$ cat src/rtl/mfe_param.sv
// mfe_param: parametrised 3x3 window filter engine (median / min / max).
// Walks an IMG_W x IMG_H raster in row-major order. For each pixel it fetches
// the nine window samples from the source port, zero-padding outside the image.
// It writes one filtered pixel to the result port every 11 cycles.
// Ports:
//   clk, reset     single clock, asynchronous active-high reset
//   ready          start request, sampled only while idle
//   mode           0/3 median, 1 minimum, 2 maximum (latched at start)
//   busy           high while a frame is being processed
//   iaddr, idata   source address / pixel (pixel valid one cycle later)
//   wen            one-cycle result write strobe
//   addr, data_wr  result address / pixel
//   data_rd        reserved, ignored
module mfe_param #(
    parameter int unsigned IMG_W = 128,
    parameter int unsigned IMG_H = 128,
    parameter int unsigned DW    = 8,
    parameter int unsigned AW    = $clog2(IMG_W * IMG_H)
) (
    input  logic          clk,
    input  logic          reset,
    input  logic          ready,
    input  logic [1:0]    mode,
    output logic          busy,
    output logic [AW-1:0] iaddr,
    input  logic [DW-1:0] idata,
    output logic          wen,
    output logic [AW-1:0] addr,
    output logic [DW-1:0] data_wr,
    input  logic [DW-1:0] data_rd
);

    localparam int unsigned XW   = (IMG_W > 1) ? $clog2(IMG_W) : 1;
    localparam int unsigned YW   = (IMG_H > 1) ? $clog2(IMG_H) : 1;
    localparam int unsigned KW   = 4;
    localparam int unsigned NTAP = 9;

    localparam logic [1:0] S_IDLE  = 2'd0;
    localparam logic [1:0] S_FETCH = 2'd1;
    localparam logic [1:0] S_LAST  = 2'd2;
    localparam logic [1:0] S_WRITE = 2'd3;

    // Window offset codes for one axis
    localparam logic [1:0] OFS_M1 = 2'd0;
    localparam logic [1:0] OFS_0  = 2'd1;
    localparam logic [1:0] OFS_P1 = 2'd2;

    localparam logic [XW-1:0] X_MAX      = XW'(IMG_W - 1);
    localparam logic [YW-1:0] Y_MAX      = YW'(IMG_H - 1);
    localparam logic [KW-1:0] K_LAST     = KW'(NTAP - 1);
    localparam logic [AW-1:0] ROW_STRIDE = AW'(IMG_W);

    // Control and output registers
    logic [1:0]    r_state;
    logic [KW-1:0] r_k;
    logic [XW-1:0] r_x;
    logic [YW-1:0] r_y;
    logic [1:0]    r_mode;
    logic          r_busy;
    logic          r_wen;
    logic [AW-1:0] r_iaddr;
    logic          r_pad;
    logic [AW-1:0] r_addr;
    logic [DW-1:0] r_data;

    // Sample pipeline and sorter
    logic [DW-1:0] r_samp;
    logic          r_samp_vld;
    logic [DW-1:0] r_sort [NTAP];

    // Next-state / derived wires
    logic [1:0]    w_state_nxt;
    logic [KW-1:0] w_k_nxt;
    logic [XW-1:0] w_x_nxt;
    logic [YW-1:0] w_y_nxt;
    logic [1:0]    w_mode_nxt;
    logic          w_busy_nxt;
    logic          w_wen_nxt;
    logic [AW-1:0] w_iaddr_nxt;
    logic          w_pad_nxt;
    logic [AW-1:0] w_addr_nxt;
    logic [DW-1:0] w_data_nxt;
    logic          w_clr;

    logic [1:0]    w_dx;
    logic [1:0]    w_dy;
    logic [XW-1:0] w_sx;
    logic [YW-1:0] w_sy;
    logic          w_pad_x;
    logic          w_pad_y;
    logic [AW-1:0] w_slot_addr;
    logic [AW-1:0] w_pix_addr;

    logic [DW-1:0] w_ins [NTAP];
    logic [DW-1:0] w_result;

    logic          w_unused;

    assign w_unused   = ^data_rd;
    assign w_pix_addr = AW'(r_y) * ROW_STRIDE + AW'(r_x);

    // Frame/pixel/slot sequencing and next values of the registered outputs
    always_comb begin
        w_state_nxt = r_state;
        w_k_nxt     = r_k;
        w_x_nxt     = r_x;
        w_y_nxt     = r_y;
        w_mode_nxt  = r_mode;
        w_busy_nxt  = r_busy;
        w_wen_nxt   = 1'b0;
        w_addr_nxt  = r_addr;
        w_data_nxt  = r_data;
        w_clr       = 1'b0;
        case (r_state)
            S_IDLE: begin
                if (ready) begin
                    w_state_nxt = S_FETCH;
                    w_busy_nxt  = 1'b1;
                    w_k_nxt     = '0;
                    w_x_nxt     = '0;
                    w_y_nxt     = '0;
                    w_mode_nxt  = mode;
                    w_clr       = 1'b1;
                end
            end
            S_FETCH: begin
                if (r_k == K_LAST) begin
                    w_state_nxt = S_LAST;
                end else begin
                    w_k_nxt = r_k + KW'(1);
                end
            end
            S_LAST: begin
                w_state_nxt = S_WRITE;
                w_wen_nxt   = 1'b1;
                w_addr_nxt  = w_pix_addr;
                w_data_nxt  = w_result;
            end
            S_WRITE: begin
                w_k_nxt = '0;
                if (r_x == X_MAX) begin
                    w_x_nxt = '0;
                    if (r_y == Y_MAX) begin
                        w_state_nxt = S_IDLE;
                        w_busy_nxt  = 1'b0;
                    end else begin
                        w_y_nxt     = r_y + YW'(1);
                        w_state_nxt = S_FETCH;
                        w_clr       = 1'b1;
                    end
                end else begin
                    w_x_nxt     = r_x + XW'(1);
                    w_state_nxt = S_FETCH;
                    w_clr       = 1'b1;
                end
            end
            default: begin
                w_state_nxt = S_IDLE;
            end
        endcase
    end

    // Address of the window slot presented next, clamped into the image;
    // clamped slots are flagged so their sample is replaced by zero
    always_comb begin
        w_dy = OFS_0;
        w_dx = OFS_0;
        case (w_k_nxt)
            4'd0: begin w_dy = OFS_M1; w_dx = OFS_M1; end
            4'd1: begin w_dy = OFS_M1; w_dx = OFS_0;  end
            4'd2: begin w_dy = OFS_M1; w_dx = OFS_P1; end
            4'd3: begin w_dy = OFS_0;  w_dx = OFS_M1; end
            4'd4: begin w_dy = OFS_0;  w_dx = OFS_0;  end
            4'd5: begin w_dy = OFS_0;  w_dx = OFS_P1; end
            4'd6: begin w_dy = OFS_P1; w_dx = OFS_M1; end
            4'd7: begin w_dy = OFS_P1; w_dx = OFS_0;  end
            4'd8: begin w_dy = OFS_P1; w_dx = OFS_P1; end
            default: begin w_dy = OFS_0; w_dx = OFS_0; end
        endcase

        w_sx    = w_x_nxt;
        w_pad_x = 1'b0;
        if (w_dx == OFS_M1) begin
            if (w_x_nxt == '0) w_pad_x = 1'b1;
            else               w_sx    = w_x_nxt - XW'(1);
        end else if (w_dx == OFS_P1) begin
            if (w_x_nxt == X_MAX) w_pad_x = 1'b1;
            else                  w_sx    = w_x_nxt + XW'(1);
        end

        w_sy    = w_y_nxt;
        w_pad_y = 1'b0;
        if (w_dy == OFS_M1) begin
            if (w_y_nxt == '0) w_pad_y = 1'b1;
            else               w_sy    = w_y_nxt - YW'(1);
        end else if (w_dy == OFS_P1) begin
            if (w_y_nxt == Y_MAX) w_pad_y = 1'b1;
            else                  w_sy    = w_y_nxt + YW'(1);
        end

        w_slot_addr = AW'(w_sy) * ROW_STRIDE + AW'(w_sx);
        w_iaddr_nxt = (w_state_nxt == S_FETCH) ? w_slot_addr : r_iaddr;
        w_pad_nxt   = (w_state_nxt == S_FETCH) ? (w_pad_x | w_pad_y) : r_pad;
    end

    // Parallel insert of r_samp into the ascending array, dropping the minimum.
    // The array starts as nine zeros; every sample is >= 0, so after nine
    // inserts exactly the nine samples remain as a multiset.
    always_comb begin
        w_ins = r_sort;
        for (int i = 0; i < NTAP - 1; i++) begin
            if (r_sort[i+1] <= r_samp)
                w_ins[i] = r_sort[i+1];
            else if (r_sort[i] <= r_samp)
                w_ins[i] = r_samp;
            else
                w_ins[i] = r_sort[i];
        end
        w_ins[NTAP-1] = (r_sort[NTAP-1] <= r_samp) ? r_samp : r_sort[NTAP-1];
    end

    // Result selection; taken from the insert network so the last sample counts
    always_comb begin
        case (r_mode)
            2'd1:    w_result = w_ins[0];
            2'd2:    w_result = w_ins[NTAP-1];
            default: w_result = w_ins[4];
        endcase
    end

    // State and registered outputs
    always_ff @(posedge clk or posedge reset) begin
        if (reset) begin
            r_state <= S_IDLE;
            r_k     <= '0;
            r_x     <= '0;
            r_y     <= '0;
            r_mode  <= '0;
            r_busy  <= 1'b0;
            r_wen   <= 1'b0;
            r_iaddr <= '0;
            r_pad   <= 1'b0;
            r_addr  <= '0;
            r_data  <= '0;
        end else begin
            r_state <= w_state_nxt;
            r_k     <= w_k_nxt;
            r_x     <= w_x_nxt;
            r_y     <= w_y_nxt;
            r_mode  <= w_mode_nxt;
            r_busy  <= w_busy_nxt;
            r_wen   <= w_wen_nxt;
            r_iaddr <= w_iaddr_nxt;
            r_pad   <= w_pad_nxt;
            r_addr  <= w_addr_nxt;
            r_data  <= w_data_nxt;
        end
    end

    // Capture each slot's sample at the end of its fetch cycle, insert it next cycle
    always_ff @(posedge clk or posedge reset) begin
        if (reset) begin
            r_samp     <= '0;
            r_samp_vld <= 1'b0;
            for (int i = 0; i < NTAP; i++) r_sort[i] <= '0;
        end else begin
            r_samp_vld <= (r_state == S_FETCH);
            if (r_state == S_FETCH) r_samp <= r_pad ? '0 : idata;
            if (w_clr) begin
                for (int i = 0; i < NTAP; i++) r_sort[i] <= '0;
            end else if (r_samp_vld) begin
                r_sort <= w_ins;
            end
        end
    end

    assign busy    = r_busy;
    assign wen     = r_wen;
    assign iaddr   = r_iaddr;
    assign addr    = r_addr;
    assign data_wr = r_data;

endmodule

$ cat config.mk
export PLATFORM = sky130hd
export DESIGN_NAME = mfe_param
export DESIGN_NICKNAME = d
export VERILOG_FILES = /design/src/rtl/mfe_param.sv
export SDC_FILE = /design/constraint.sdc
export NUM_CORES = 1
export LEC_CHECK = 0
export BUFFER_PORTS_ARGS = -buffer_cell sky130_fd_sc_hd__buf_4
export CAP_MARGIN = 20
export CORE_MARGIN = 2
export CORE_UTILIZATION = 50
export DETAILED_ROUTE_END_ITERATION = 10
export PLACE_DENSITY = 0.7
export SYNTH_ARGS = -nofsm -noshare
export SYNTH_HDL_FRONTEND = slang
export SYNTH_SLANG_ARGS = --single-unit
$ cat constraint.sdc
create_clock -name clk -period 8.9 [get_ports clk]
set_input_delay 1.78 -clock clk [delete_from_list [all_inputs] [get_ports clk]]
set_output_delay 1.78 -clock clk [all_outputs]
set_load 0.005 [all_outputs]
==> impl_results.md, run 1 <==
- Result of the run: completed
- Die height: about 140 um
- Number of nets in the final layout: 1199
- Area enclosed by the die boundary: a little over 20000 um2
- Unrepaired setup endpoints after global routing: no
- Warning count from the yosys run: 0
- Worst Clk Skew: 0.0138 ns
- Number of port buffers: 50
- DR vias/cell: 6.35
- Wirelength per Cell: 20.1 um
- Design internal power: ~1.2 mW
- TritonCTS clock tree: done
- Fraction of synthesized cell area in xor and xnor cells: approximately 1.1%
- Comb power frac: between 10% and 20%
- Remaining DRCs: 0
- Synth Area in Adders: roughly an eighth
- Final wirelength: 26700 um
- Final count of pins violating max slew: 0
- Top post-synthesis cells by area: dfrtp_1 (37%), ha_1 (12%), o21ai_0 (3.6%)
- Sequential share of power: between 40% and 50%
- Standby leakage power: approximately 5 nW
- Worst hold stages: 2
- Synth cell count leaders: dfrtp_1 (142), ha_1 (93), nor2_1 (89), nand2_1 (71), o21ai_0 (69)
- CTS Hold Buffers Added: 0
- Startpoint Class: flip-flop
- Minimum period implied by the final worst setup slack: 4.32 ns
- Type of element capturing the critical path: flip-flop
- Yosys top cell by area: dfrtp_1
- Cell area after synthesis: 9610 um2
- Reported net switching power: 445 uW
- Number of instances in the synthesized netlist: 1050
- Count of cell types in the netlist: between 60 and 70
- HPWL after DPL: between 15000 and 20000 um
- Share of cells above drive strength 1: ~11%
- Buffer cell driving the clock tree root: clkbuf_16
- Maximum number of buffers from clock root to sink: 2
- Post-CTS setup buffer count: 0
- Switch share: 26.6%
- Remaining max-slew budget at the tightest pin: 37.2%
- WP data arrival: 4.65 ns
- Number of synthesized flops with an enable pin: 0
- Data required time at the worst endpoint: 9.23 ns
- Worst skew pair latency: 0.43 ns
- GR Util All Layers: roughly 27%
- Simple-gate area share of the yosys netlist: between 10% and 20%
- Wire length of the first global-routing pass: 43100 um
- Post-synthesis average cell area: approximately 9.1 um2
- Total negative slack: 0 ns
- Top-area cell type share of the netlist area: 37.0%
- Total number of H-tree levels: 4
- Share of total power in the clock network: roughly 44%
- Period utilization: 48.6%
- Measured slew at the worst slew-check pin: about 0.94 ns
- Register area share after synthesis: a little under two fifths
- Initial DRT Pass Iterations: 6
- DR vias: between 8000 and 9000
- Dominant combinational cell family by area after synthesis: compound AO/OA/AOI/OAI gates
- Complex-gate fraction of the synthesized area: around a quarter
- Fin. Hold Viols: 0
- DRC marker count from the first detailed-route iteration: approximately 780
- Cells on worst reg2reg path: 11
- Worst voltage drop across the vdd grid: approximately 0.00013 V
- Maximum operating frequency: 231 MHz
- Vias in the first global route: about 8100
- Core outline area: between 15000 and 20000 um2
- Final worst slack: around 4.6 ns
- Worst Setup Path Type: flip-flop to flip-flop
- Final setup vio count: 0
- Placer congestion estimate: 0.917
- Number of buffers inserted during clock tree synthesis: 17
- Horizontal die dimension: between 100 and 150 um
- CTS resizes: 0
- Remaining number of nets flagged by the antenna check after routing: 0
- Std-Cell Rows: 50
- P&R area growth vs syn: 12.4%
- Initial Utilization: between 50 and 60%
- Post-CTS clock slew at the launch and capture registers of the worst setup and hold paths: ~0.06 ns
- Post-Place Worst Slack: between 4 and 5 ns
- Multiplexer fraction of the synthesized cell area: about 4.8%
- Largest net degree at the start of global routing: 73
- Flip-flop cell with the highest count after synthesis: dfrtp_1
- Hold crit path type: flip-flop to flip-flop
- Most frequent cell after synthesis: dfrtp_1
- Proportion of synthesized flip-flops having asynchronous set or reset: 100%
- TritonCTS sink count: roughly 140
- Top-Level Pins: 59
- Ant. Diodes: 0
- Antenna violations before repair: 0
- Pwr dens: around 150 nW/um2
- Max Fanout on Critical Path: 33
- Count of maximum capacitance violations: 0
- Net count of the mapped netlist: 1164
- Remaining global-route overflow: 0
- Flops & latches, synth: 142
## kinds of logic after synthesis
kind of cell,after synthesis
compound gates,355
xor+xnor,12
fa+ha+maj,93
buf+inv,101
flops,142
mux,44
simple gates,303
## power by group through the flow
stage	sequential [mW]	clock (mW)	combinational [mW]
final	0.718	0.736	0.220
after detailed placement	0.729	0	0.217
after global placement	0.728	0	0.210
after global routing	0.720	0.772	0.251
after floorplan	0.712	0	0.142
after CTS	0.718	0.741	0.218
## through the flow
| step | hold WS (ns) | total power [mW] | cell area [um2] | std cells | utilization, % |
|---|---|---|---|---|---|
| after floorplan | 0.456 | 0.855 | 9610 | 1050 | - |
| after global routing | 0.524 | 1.74 | 10800 | 1330 | 57.5 |
| after detailed placement | 0.476 | 0.946 | 10200 | 1298 | 54.3 |
| final | 0.493 | 1.67 | 10800 | 1330 | 57.5 |
| after CTS | 0.497 | 1.68 | 10800 | 1328 | 57.5 |
| after global placement | 0.476 | 0.938 | 10200 | 1298 | 54.3 |
## layer usage
layer / routed length [um] / track usage [%]
met1: 11800 / 36.1
met5: 0 / 0
met4: 752 / 10.3
met2: 12600 / 44.5
met3: 1530 / 4.26
## layout make-up
cell class	count	area, um2
flip-flops and latches	142	3550
clock inverters	10	139
fillers	1647	7970
repair buffers	64	480
well taps	234	293
clock buffers	20	457
multi-input cells	807	5670
inverters	53	204
## layout by cell type, fill, tap and decap left out, types with 9 or more instances in the layout
cell       synthesis  layout
o21ai_1           13      13
a211o_1           13      13
nor3_1            28      28
nor2_1            89      89
o21a_1            25      25
ha_1              93      93
nand4_1            9       9
buf_4              0      64
inv_1             45      44
nand2_1           71      71
mux2_2            16      16
o22ai_1           28      28
dfrtp_1          142     142
a221o_1           10      10
nand2b_1           9       9
a211oi_1          32      32
and3_1            13      13
o21ai_0           69      69
a21oi_1           50      49
mux2i_1           28      28
nor2b_1           16      16
a21o_1            16      16
and2_1            11      11
clkbuf_16          0      17
a311oi_1          10      10
o2bb2ai_1         17      17
nand3_1           32      32
a31oi_1           12      12
## final timing paths
check                                       from                endpoint  slack (ns)
max in group asynchronous                  reset  r_sort[34]$_DFFE_PP0P_        6.11
setup reg to reg           r_samp[1]$_DFFE_PP0P_  r_sort[40]$_DFFE_PP0P_        4.58
min in group asynchronous                  reset           wen$_DFF_PP0_        1.44
setup / recovery           r_samp[1]$_DFFE_PP0P_  r_sort[40]$_DFFE_PP0P_        4.58
hold reg to reg             iaddr[2]$_DFFE_PP0N_    iaddr[2]$_DFFE_PP0N_        0.49
hold / removal              iaddr[2]$_DFFE_PP0N_    iaddr[2]$_DFFE_PP0N_        0.49
## state kept, by name (all words and copies together), names as in the netlist
signal,flops
r_sort,72
addr,14
iaddr,14
data_wr,8
r_samp,8
r_x,7
r_y,7
r_k,4
r_mode,2
r_state,2
busy,1
r_pad,1
r_samp_vld,1
wen,1
## worst max-delay path, cell delays in order, from the launching register on
cell and delay [ns]:
dfrtp_1 0.65, clkinv_1 0.62, buf_4 0.38, ha_1 0.31, nor2b_1 0.13, o21a_1 0.15, o21ai_0 0.15, a211o_1 0.14
a21o_1 0.74, o31a_1 0.62, nor2_1 0.08, a211oi_1 0.26
Power figures use the tool's default switching activity.
==> run 2: changes to the inputs <==
clock period = 4 ns   (was 8.9 ns; I/O delays follow)
==> impl_results.md, run 2 (synthesized netlist as in run 1, its figures left out) <==
- Unrepaired setup endpoints after global routing: no (unchanged)
- Startpoint Class: flip-flop (unchanged)
- DR vias/cell: 6.30 (was 6.35)
- Vias in the first global route: 7989 (was 8112)
- Met3 routed WL: 1690 um (was 1530 um)
- Count of maximum capacitance violations: 0 (unchanged)
- Die height: 143 um (unchanged)
- Minimum period implied by the final worst setup slack: 3.53 ns (was 4.32 ns)
- CTS resizes: 0 (unchanged)
- Data required time at the worst endpoint: 4.33 ns (was 9.23 ns)
- Hold Worst Slack: 0.496 ns (was 0.493 ns)
- Layout fillers: 1675 (was 1647)
- Antenna violations before repair: 0 (unchanged)
- Max reg flops: 72 (unchanged)
- Met1 WL: 12000 um (was 11800 um)
- Worst hold stages: 2 (unchanged)
- GR Util All Layers: 27.1% (was 27.0%)
- Pwr dens: 329 nW/um2 (was 155 nW/um2)
- WP data arrival: 3.86 ns (was 4.65 ns)
- P&R area growth vs syn: 13.7% (was 12.4%)
- Remaining DRCs: 0 (unchanged)
- Most common library cell in the layout ignoring fill and taps: dfrtp_1 (unchanged)
- Area of all placed cells without fillers: 10900 um2 (was 10800 um2)
- Final count of pins violating max slew: 0 (unchanged)
- Total negative slack: 0 ns (unchanged)
- DR vias: 8524 (was 8447)
- Number of buffers inserted during clock tree synthesis: 17 (unchanged)
- Post-CTS setup buffer count: 0 (unchanged)
- Hold crit path type: flip-flop to flip-flop (unchanged)
- Number of nets in the final layout: 1221 (was 1199)
- Placer congestion estimate: 0.944 (was 0.917)
- Max layer used: met4 (unchanged)
- End point of the most critical hold path: iaddr[4]$_DFFE_PP0N_ (was iaddr[2]$_DFFE_PP0N_)
- Area post-placement: 10400 um2 (was 10200 um2)
- Standby leakage power: 5.17 nW (was 5.10 nW)
- Hold path startpoint: iaddr[4]$_DFFE_PP0N_ (was iaddr[2]$_DFFE_PP0N_)
- Cells on worst reg2reg path: 15 (was 11)
- Initial DRT Pass Iterations: 5 (was 6)
- Worst R2R End: iaddr[5]$_DFFE_PP0N_ (was r_sort[40]$_DFFE_PP0P_)
- Leading cell types in the layout, fill and taps excluded: dfrtp_1 (142), ha_1 (93), nor2_1 (89), buf_4 (85), nand2_1 (71) (was dfrtp_1 (142), ha_1 (93), nor2_1 (89), nand2_1 (71), o21ai_0 (69))
- Core outline area: 18800 um2 (unchanged)
- Ant. Diodes: 0 (unchanged)
- Total number of H-tree levels: 4 (unchanged)
- Wirelength per Cell: 19.8 um (was 20.1 um)
- Remaining number of nets flagged by the antenna check after routing: 0 (unchanged)
- Period utilization: 88.4% (was 48.6%)
- Remaining max-slew budget at the tightest pin: 28.8% (was 37.2%)
- Maximum operating frequency: 283 MHz (was 231 MHz)
- Final wirelength: 26700 um (about the same)
- Maximum number of buffers from clock root to sink: 2 (unchanged)
- Share of cells above drive strength 1: 13.0% (was 11.2%)
- Number of port buffers: 50 (unchanged)
- Post-CTS clock slew at the launch and capture registers of the worst setup and hold paths: 0.06 ns (about the same)
- R2R Setup Slk: 0.47 ns (was 4.58 ns)
- Worst Clk Skew: 0.00934 ns (was 0.0138 ns)
- Type of element capturing the critical path: flip-flop (unchanged)
- Total length of routed met2 wires: 12300 um (was 12600 um)
- TritonCTS sink count: 142 (unchanged)
- Largest reg by FF count: r_sort (unchanged)
- HPWL after DPL: 18800 um (was 18500 um)
- Worst voltage drop across the vdd grid: 0.000315 V (was 0.000130 V)
- Buffer cell driving the clock tree root: clkbuf_16 (unchanged)
- Initial Utilization: 51.2% (unchanged)
- Area enclosed by the die boundary: 20300 um2 (unchanged)
- Result of the run: completed (unchanged)
- Max Fanout on Critical Path: 13 (was 33)
- Measured slew at the worst slew-check pin: 1.07 ns (was 0.942 ns)
- DRC marker count from the first detailed-route iteration: 740 (was 778)
- Fin. Hold Viols: 0 (unchanged)
- Largest net degree at the start of global routing: 143 (was 73)
- Wire length of the first global-routing pass: 43100 um (unchanged)
- CTS Hold Buffers Added: 0 (unchanged)
- Worst Setup Path Type: flip-flop to flip-flop (unchanged)
- Horizontal die dimension: 143 um (unchanged)
- Final setup vio count: 0 (unchanged)
- Worst skew pair latency: 0.43 ns (about the same)
- Std-Cell Rows: 50 (unchanged)
- TritonCTS clock tree: done (unchanged)
- Top-Level Pins: 59 (unchanged)
- Remaining global-route overflow: 0 (unchanged)
- Launch instance of the worst register-to-register path: r_state[0]$_DFF_PP0_ (was r_samp[1]$_DFFE_PP0P_)
## run 2: cell types whose count changed in the layout (fill, tap and decap cells not counted), sizes merged
cell      previous run  this run
clkinv              13        12
inv                 46        47
clkinvlp             1         5
bufinv               3         1
buf                 64        86
clkbuf              20        19
## run 2: final cells by class
| type | count | area, um2 | share of cell area, % |
|---|---|---|---|
| multi-input cells | 807 | 5670 | 51.9 |
| flip-flops and latches | 142 | 3550 | 32.5 |
| repair buffers | 86 | 658 | 6.02 |
| clock buffers | 19 | 433 | 3.96 |
| well taps | 234 | 293 | 2.68 |
| inverters | 53 | 203 | 1.86 |
| clock inverters | 12 | 114 | 1.04 |
## run 2: worst max path at each step
stage / startpoint / endpoint / slack [ns] / cells past startpoint
3_3_place_gp: r_state[0]$_DFF_PP0_ / iaddr[9]$_DFFE_PP0N_ / 0.54 / 12
6_report: r_state[0]$_DFF_PP0_ / iaddr[5]$_DFFE_PP0N_ / 0.47 / 15
2_1_floorplan: r_state[0]$_DFF_PP0_ / iaddr[5]$_DFFE_PP0N_ / 0.79 / 16
4_1_cts: r_state[0]$_DFF_PP0_ / iaddr[5]$_DFFE_PP0N_ / 0.48 / 15
5_1_grt: r_state[0]$_DFF_PP0_ / iaddr[5]$_DFFE_PP0N_ / 0.11 / 15
3_5_place_dp: r_state[0]$_DFF_PP0_ / iaddr[5]$_DFFE_PP0N_ / 0.53 / 15
## run 2: per-stage QoR
stage | utilization, % | power (mW) | setup WS [ns] | instances
after detailed placement | 55.3 | 2.11 | 0.526 | 1321
after global placement | 55.3 | 2.10 | 0.545 | 1321
after floorplan | - | 1.90 | 0.787 | 1050
final | 58.2 | 3.59 | 0.465 | 1353
after global routing | 58.2 | 3.76 | 0.109 | 1353
after CTS | 58.2 | 3.61 | 0.480 | 1352
## run 2: worst max-delay path, cell delays in order, from the launching register on
cell and delay (ns):
dfrtp_1 0.41, inv_1 0.11, ha_1 0.44, nor3_1 0.11, a21oi_1 0.13, inv_1 0.05
a22o_1 0.26, inv_1 0.10, ha_1 0.16, inv_1 0.04, a2111oi_0 0.30, o21ai_0 0.20
a22oi_1 0.41, a32oi_1 0.25, o21a_1 0.24, o31ai_1 0.24
## run 2: per-layer routing
metal	vias up	track usage, %
li1	4057	-
met4	0	8.70
met1	4120	36.4
met5	-	0
met3	62	5.57
met2	285	44.0
## run 2: power by group
part	switching (mW)	internal, mW
Sequential	0.0809	1.51
Clock	0.644	0.855
Combinational	0.280	0.222
Total	1.01	2.59
==> run 3: changes to the inputs <==
CTS_CLUSTER_SIZE = 8   (was unset)
PLACE_DENSITY = 0.79   (was 0.7)
==> impl_results.md, run 3 (synthesized netlist as in run 1, its figures left out) <==
- Result of the run: completed (unchanged)
- Most common library cell in the layout ignoring fill and taps: dfrtp_1 (unchanged)
- Total negative slack: 0 ns (unchanged)
- Fin. Hold Viols: 0 (unchanged)
- Worst skew pair latency: 0.43 ns (about the same)
- Antenna violations before repair: 0 (unchanged)
- Area of all placed cells without fillers: 11000 um2 (was 10900 um2)
- DR vias/cell: 6.48 (was 6.30)
- Die height: 143 um (unchanged)
- PnR Total Power: 3.77 mW (was 3.59 mW)
- Hold crit path type: input port to async pin (was flip-flop to flip-flop)
- Area enclosed by the die boundary: 20300 um2 (unchanged)
- Max layer used: met4 (unchanged)
- Placer congestion estimate: 0.914 (was 0.944)
- P&R area growth vs syn: 14.9% (was 13.7%)
- Vias in the first global route: 8698 (was 7989)
- Max reg flops: 72 (unchanged)
- Utilization after layout: 58.8% (was 58.2%)
- Horizontal die dimension: 143 um (unchanged)
- Remaining number of nets flagged by the antenna check after routing: 0 (unchanged)
- Maximum operating frequency: 267 MHz (was 283 MHz)
- Worst Setup Path Type: flip-flop to flip-flop (unchanged)
- Worst voltage drop across the vdd grid: 0.000285 V (was 0.000315 V)
- HPWL after DPL: 19100 um (was 18800 um)
- CTS Hold Buffers Added: 0 (unchanged)
- GR Util All Layers: 27.7% (was 27.1%)
- Number of port buffers: 50 (unchanged)
- Worst setup path start: r_state[0]$_DFF_PP0_ (unchanged)
- Largest net degree at the start of global routing: 64 (was 143)
- Leading cell types in the layout, fill and taps excluded: dfrtp_1 (142), ha_1 (92), nor2_1 (89), buf_4 (85), nand2_1 (71) (was dfrtp_1 (142), ha_1 (93), nor2_1 (89), buf_4 (85), nand2_1 (71))
- Unrepaired setup endpoints after global routing: no (unchanged)
- DRC marker count from the first detailed-route iteration: 877 (was 740)
- Launch instance of the worst register-to-register path: r_state[0]$_DFF_PP0_ (unchanged)
- Initial DRT Pass Iterations: 5 (unchanged)
- Final count of pins violating max slew: 0 (unchanged)
- Initial Utilization: 51.2% (unchanged)
- Remaining global-route overflow: 0 (unchanged)
- Met1 WL: 11200 um (was 12000 um)
- Core outline area: 18800 um2 (unchanged)
- TritonCTS clock tree: done (unchanged)
- Post-CTS clock slew at the launch and capture registers of the worst setup and hold paths: 0.06 ns (about the same)
- Share of cells above drive strength 1: 13.5% (was 13.0%)
- Pwr dens: 341 nW/um2 (was 329 nW/um2)
- Ant. Diodes: 0 (unchanged)
- Storage element area: 3550 um2 (unchanged)
- Cells on worst reg2reg path: 10 (was 15)
- Top-Level Pins: 59 (unchanged)
- Met3 routed WL: 2160 um (was 1690 um)
- Count of maximum capacitance violations: 0 (unchanged)
- Max Fanout on Critical Path: 12 (was 13)
- Total number of H-tree levels: 4 (unchanged)
- Final wirelength: 27200 um (was 26700 um)
- DR vias: 8781 (was 8524)
- Final setup vio count: 0 (unchanged)
- R2R Setup Slk: 0.25 ns (was 0.47 ns)
- Measured slew at the worst slew-check pin: 0.925 ns (was 1.07 ns)
- Layout fillers: 1588 (was 1675)
- Largest reg by FF count: r_sort (unchanged)
- Area post-placement: 10400 um2 (about the same)
- Period utilization: 93.8% (was 88.4%)
- Worst Clk Skew: 0.00815 ns (was 0.00934 ns)
- Post-CTS setup buffer count: 0 (unchanged)
- Data required time at the worst endpoint: 4.33 ns (about the same)
- Startpoint Class: flip-flop (unchanged)
- Number of buffers inserted during clock tree synthesis: 17 (unchanged)
- Maximum number of buffers from clock root to sink: 2 (unchanged)
- Multi-input combinational cell area: 5680 um2 (was 5670 um2)
- Std-Cell Rows: 50 (unchanged)
- Remaining DRCs: 0 (unchanged)
- TritonCTS sink count: 142 (unchanged)
- WP data arrival: 4.08 ns (was 3.86 ns)
- Remaining max-slew budget at the tightest pin: 38.4% (was 28.8%)
- Type of element capturing the critical path: flip-flop (unchanged)
- Worst setup path end: iaddr[5]$_DFFE_PP0N_ (unchanged)
- Post-route insts no fill: 1356 (was 1353)
- Placed Cells incl. Taps: 1323 (was 1321)
- Standby leakage power: 5.22 nW (was 5.17 nW)
- Number of nets in the final layout: 1223 (was 1221)
- Minimum period implied by the final worst setup slack: 3.75 ns (was 3.53 ns)
- Worst R2R End: iaddr[5]$_DFFE_PP0N_ (unchanged)
- Buffer cell driving the clock tree root: clkbuf_16 (unchanged)
- Total length of routed met2 wires: 12900 um (was 12300 um)
- Wirelength per Cell: 20.1 um (was 19.8 um)
- Wire length of the first global-routing pass: 44400 um (was 43100 um)
==> run 3: cell count changes in the layout (fill, tap and decap cells not counted), sizes merged <==
cell | before | now
bufinv | 1 | 3
clkinvlp | 5 | 3
buf | 86 | 88
inv | 47 | 46
clkbuf | 19 | 20
clkinv | 12 | 13
==> run 3: critical path, cell delays in order, from the launching register on <==
cell	delay (ns)
dfrtp_1	0.39
inv_1	0.09
ha_1	0.45
nor2b_1	0.70
o21ai_1	0.25
o211ai_1	0.58
nor2_1	0.16
a41oi_2	0.37
a32oi_1	0.17
o21a_1	0.24
o31ai_1	0.24
==> run 3: what timing repair did <==
item | in CTS | in global routing
hold endpoints to repair | 0 | 0
setup endpoints to repair | 0 | 2
resized for setup | 0 | 2
==> run 3: how the worst min path moves through the flow <==
stage	startpoint	endpoint	slack [ns]
after floorplan	r_pad$_DFFE_PP0N_	r_pad$_DFFE_PP0N_	0.46
after global placement	iaddr[11]$_DFFE_PP0N_	iaddr[11]$_DFFE_PP0N_	0.48
after detailed placement	iaddr[5]$_DFFE_PP0N_	iaddr[5]$_DFFE_PP0N_	0.47
after CTS	iaddr[4]$_DFFE_PP0N_	iaddr[4]$_DFFE_PP0N_	0.50
after global routing	reset	wen$_DFF_PP0_	0.27
final	reset	r_sort[9]$_DFFE_PP0P_	0.27
==> run 3: stage by stage <==
| stage | worst slack [ns] | hold WS (ns) |
|---|---|---|
| final | 0.250 | 0.270 |
| after global routing | 0.0267 | 0.266 |
| after CTS | 0.280 | 0.497 |
| after detailed placement | 0.331 | 0.467 |
| after global placement | 0.368 | 0.476 |
| after floorplan | 0.787 | 0.456 |
==> run 3: area by class of cell <==
| type | instances | area share, % |
|---|---|---|
| multi-input cells | 807 | 51.4 |
| flip-flops and latches | 142 | 32.2 |
| repair buffers | 88 | 6.32 |
| clock buffers | 20 | 4.14 |
| well taps | 234 | 2.65 |
| inverters | 53 | 1.84 |
| clock inverters | 12 | 1.44 |
==> run 3: where the power goes <==
part	leakage (nW)	switching, mW	internal (mW)	total [mW]
clock	0.297	0.635	1.02	1.65
combinational	3.13	0.292	0.228	0.520
sequential	1.80	0.0814	1.51	1.59
==> run 3: per-layer routing <==
metal | global-route usage, % | up-vias
met2 | 45.3 | 392
met4 | 12.7 | 0
met1 | 34.8 | 4233
li1 | - | 4058
met5 | 0 | -
met3 | 6.67 | 98
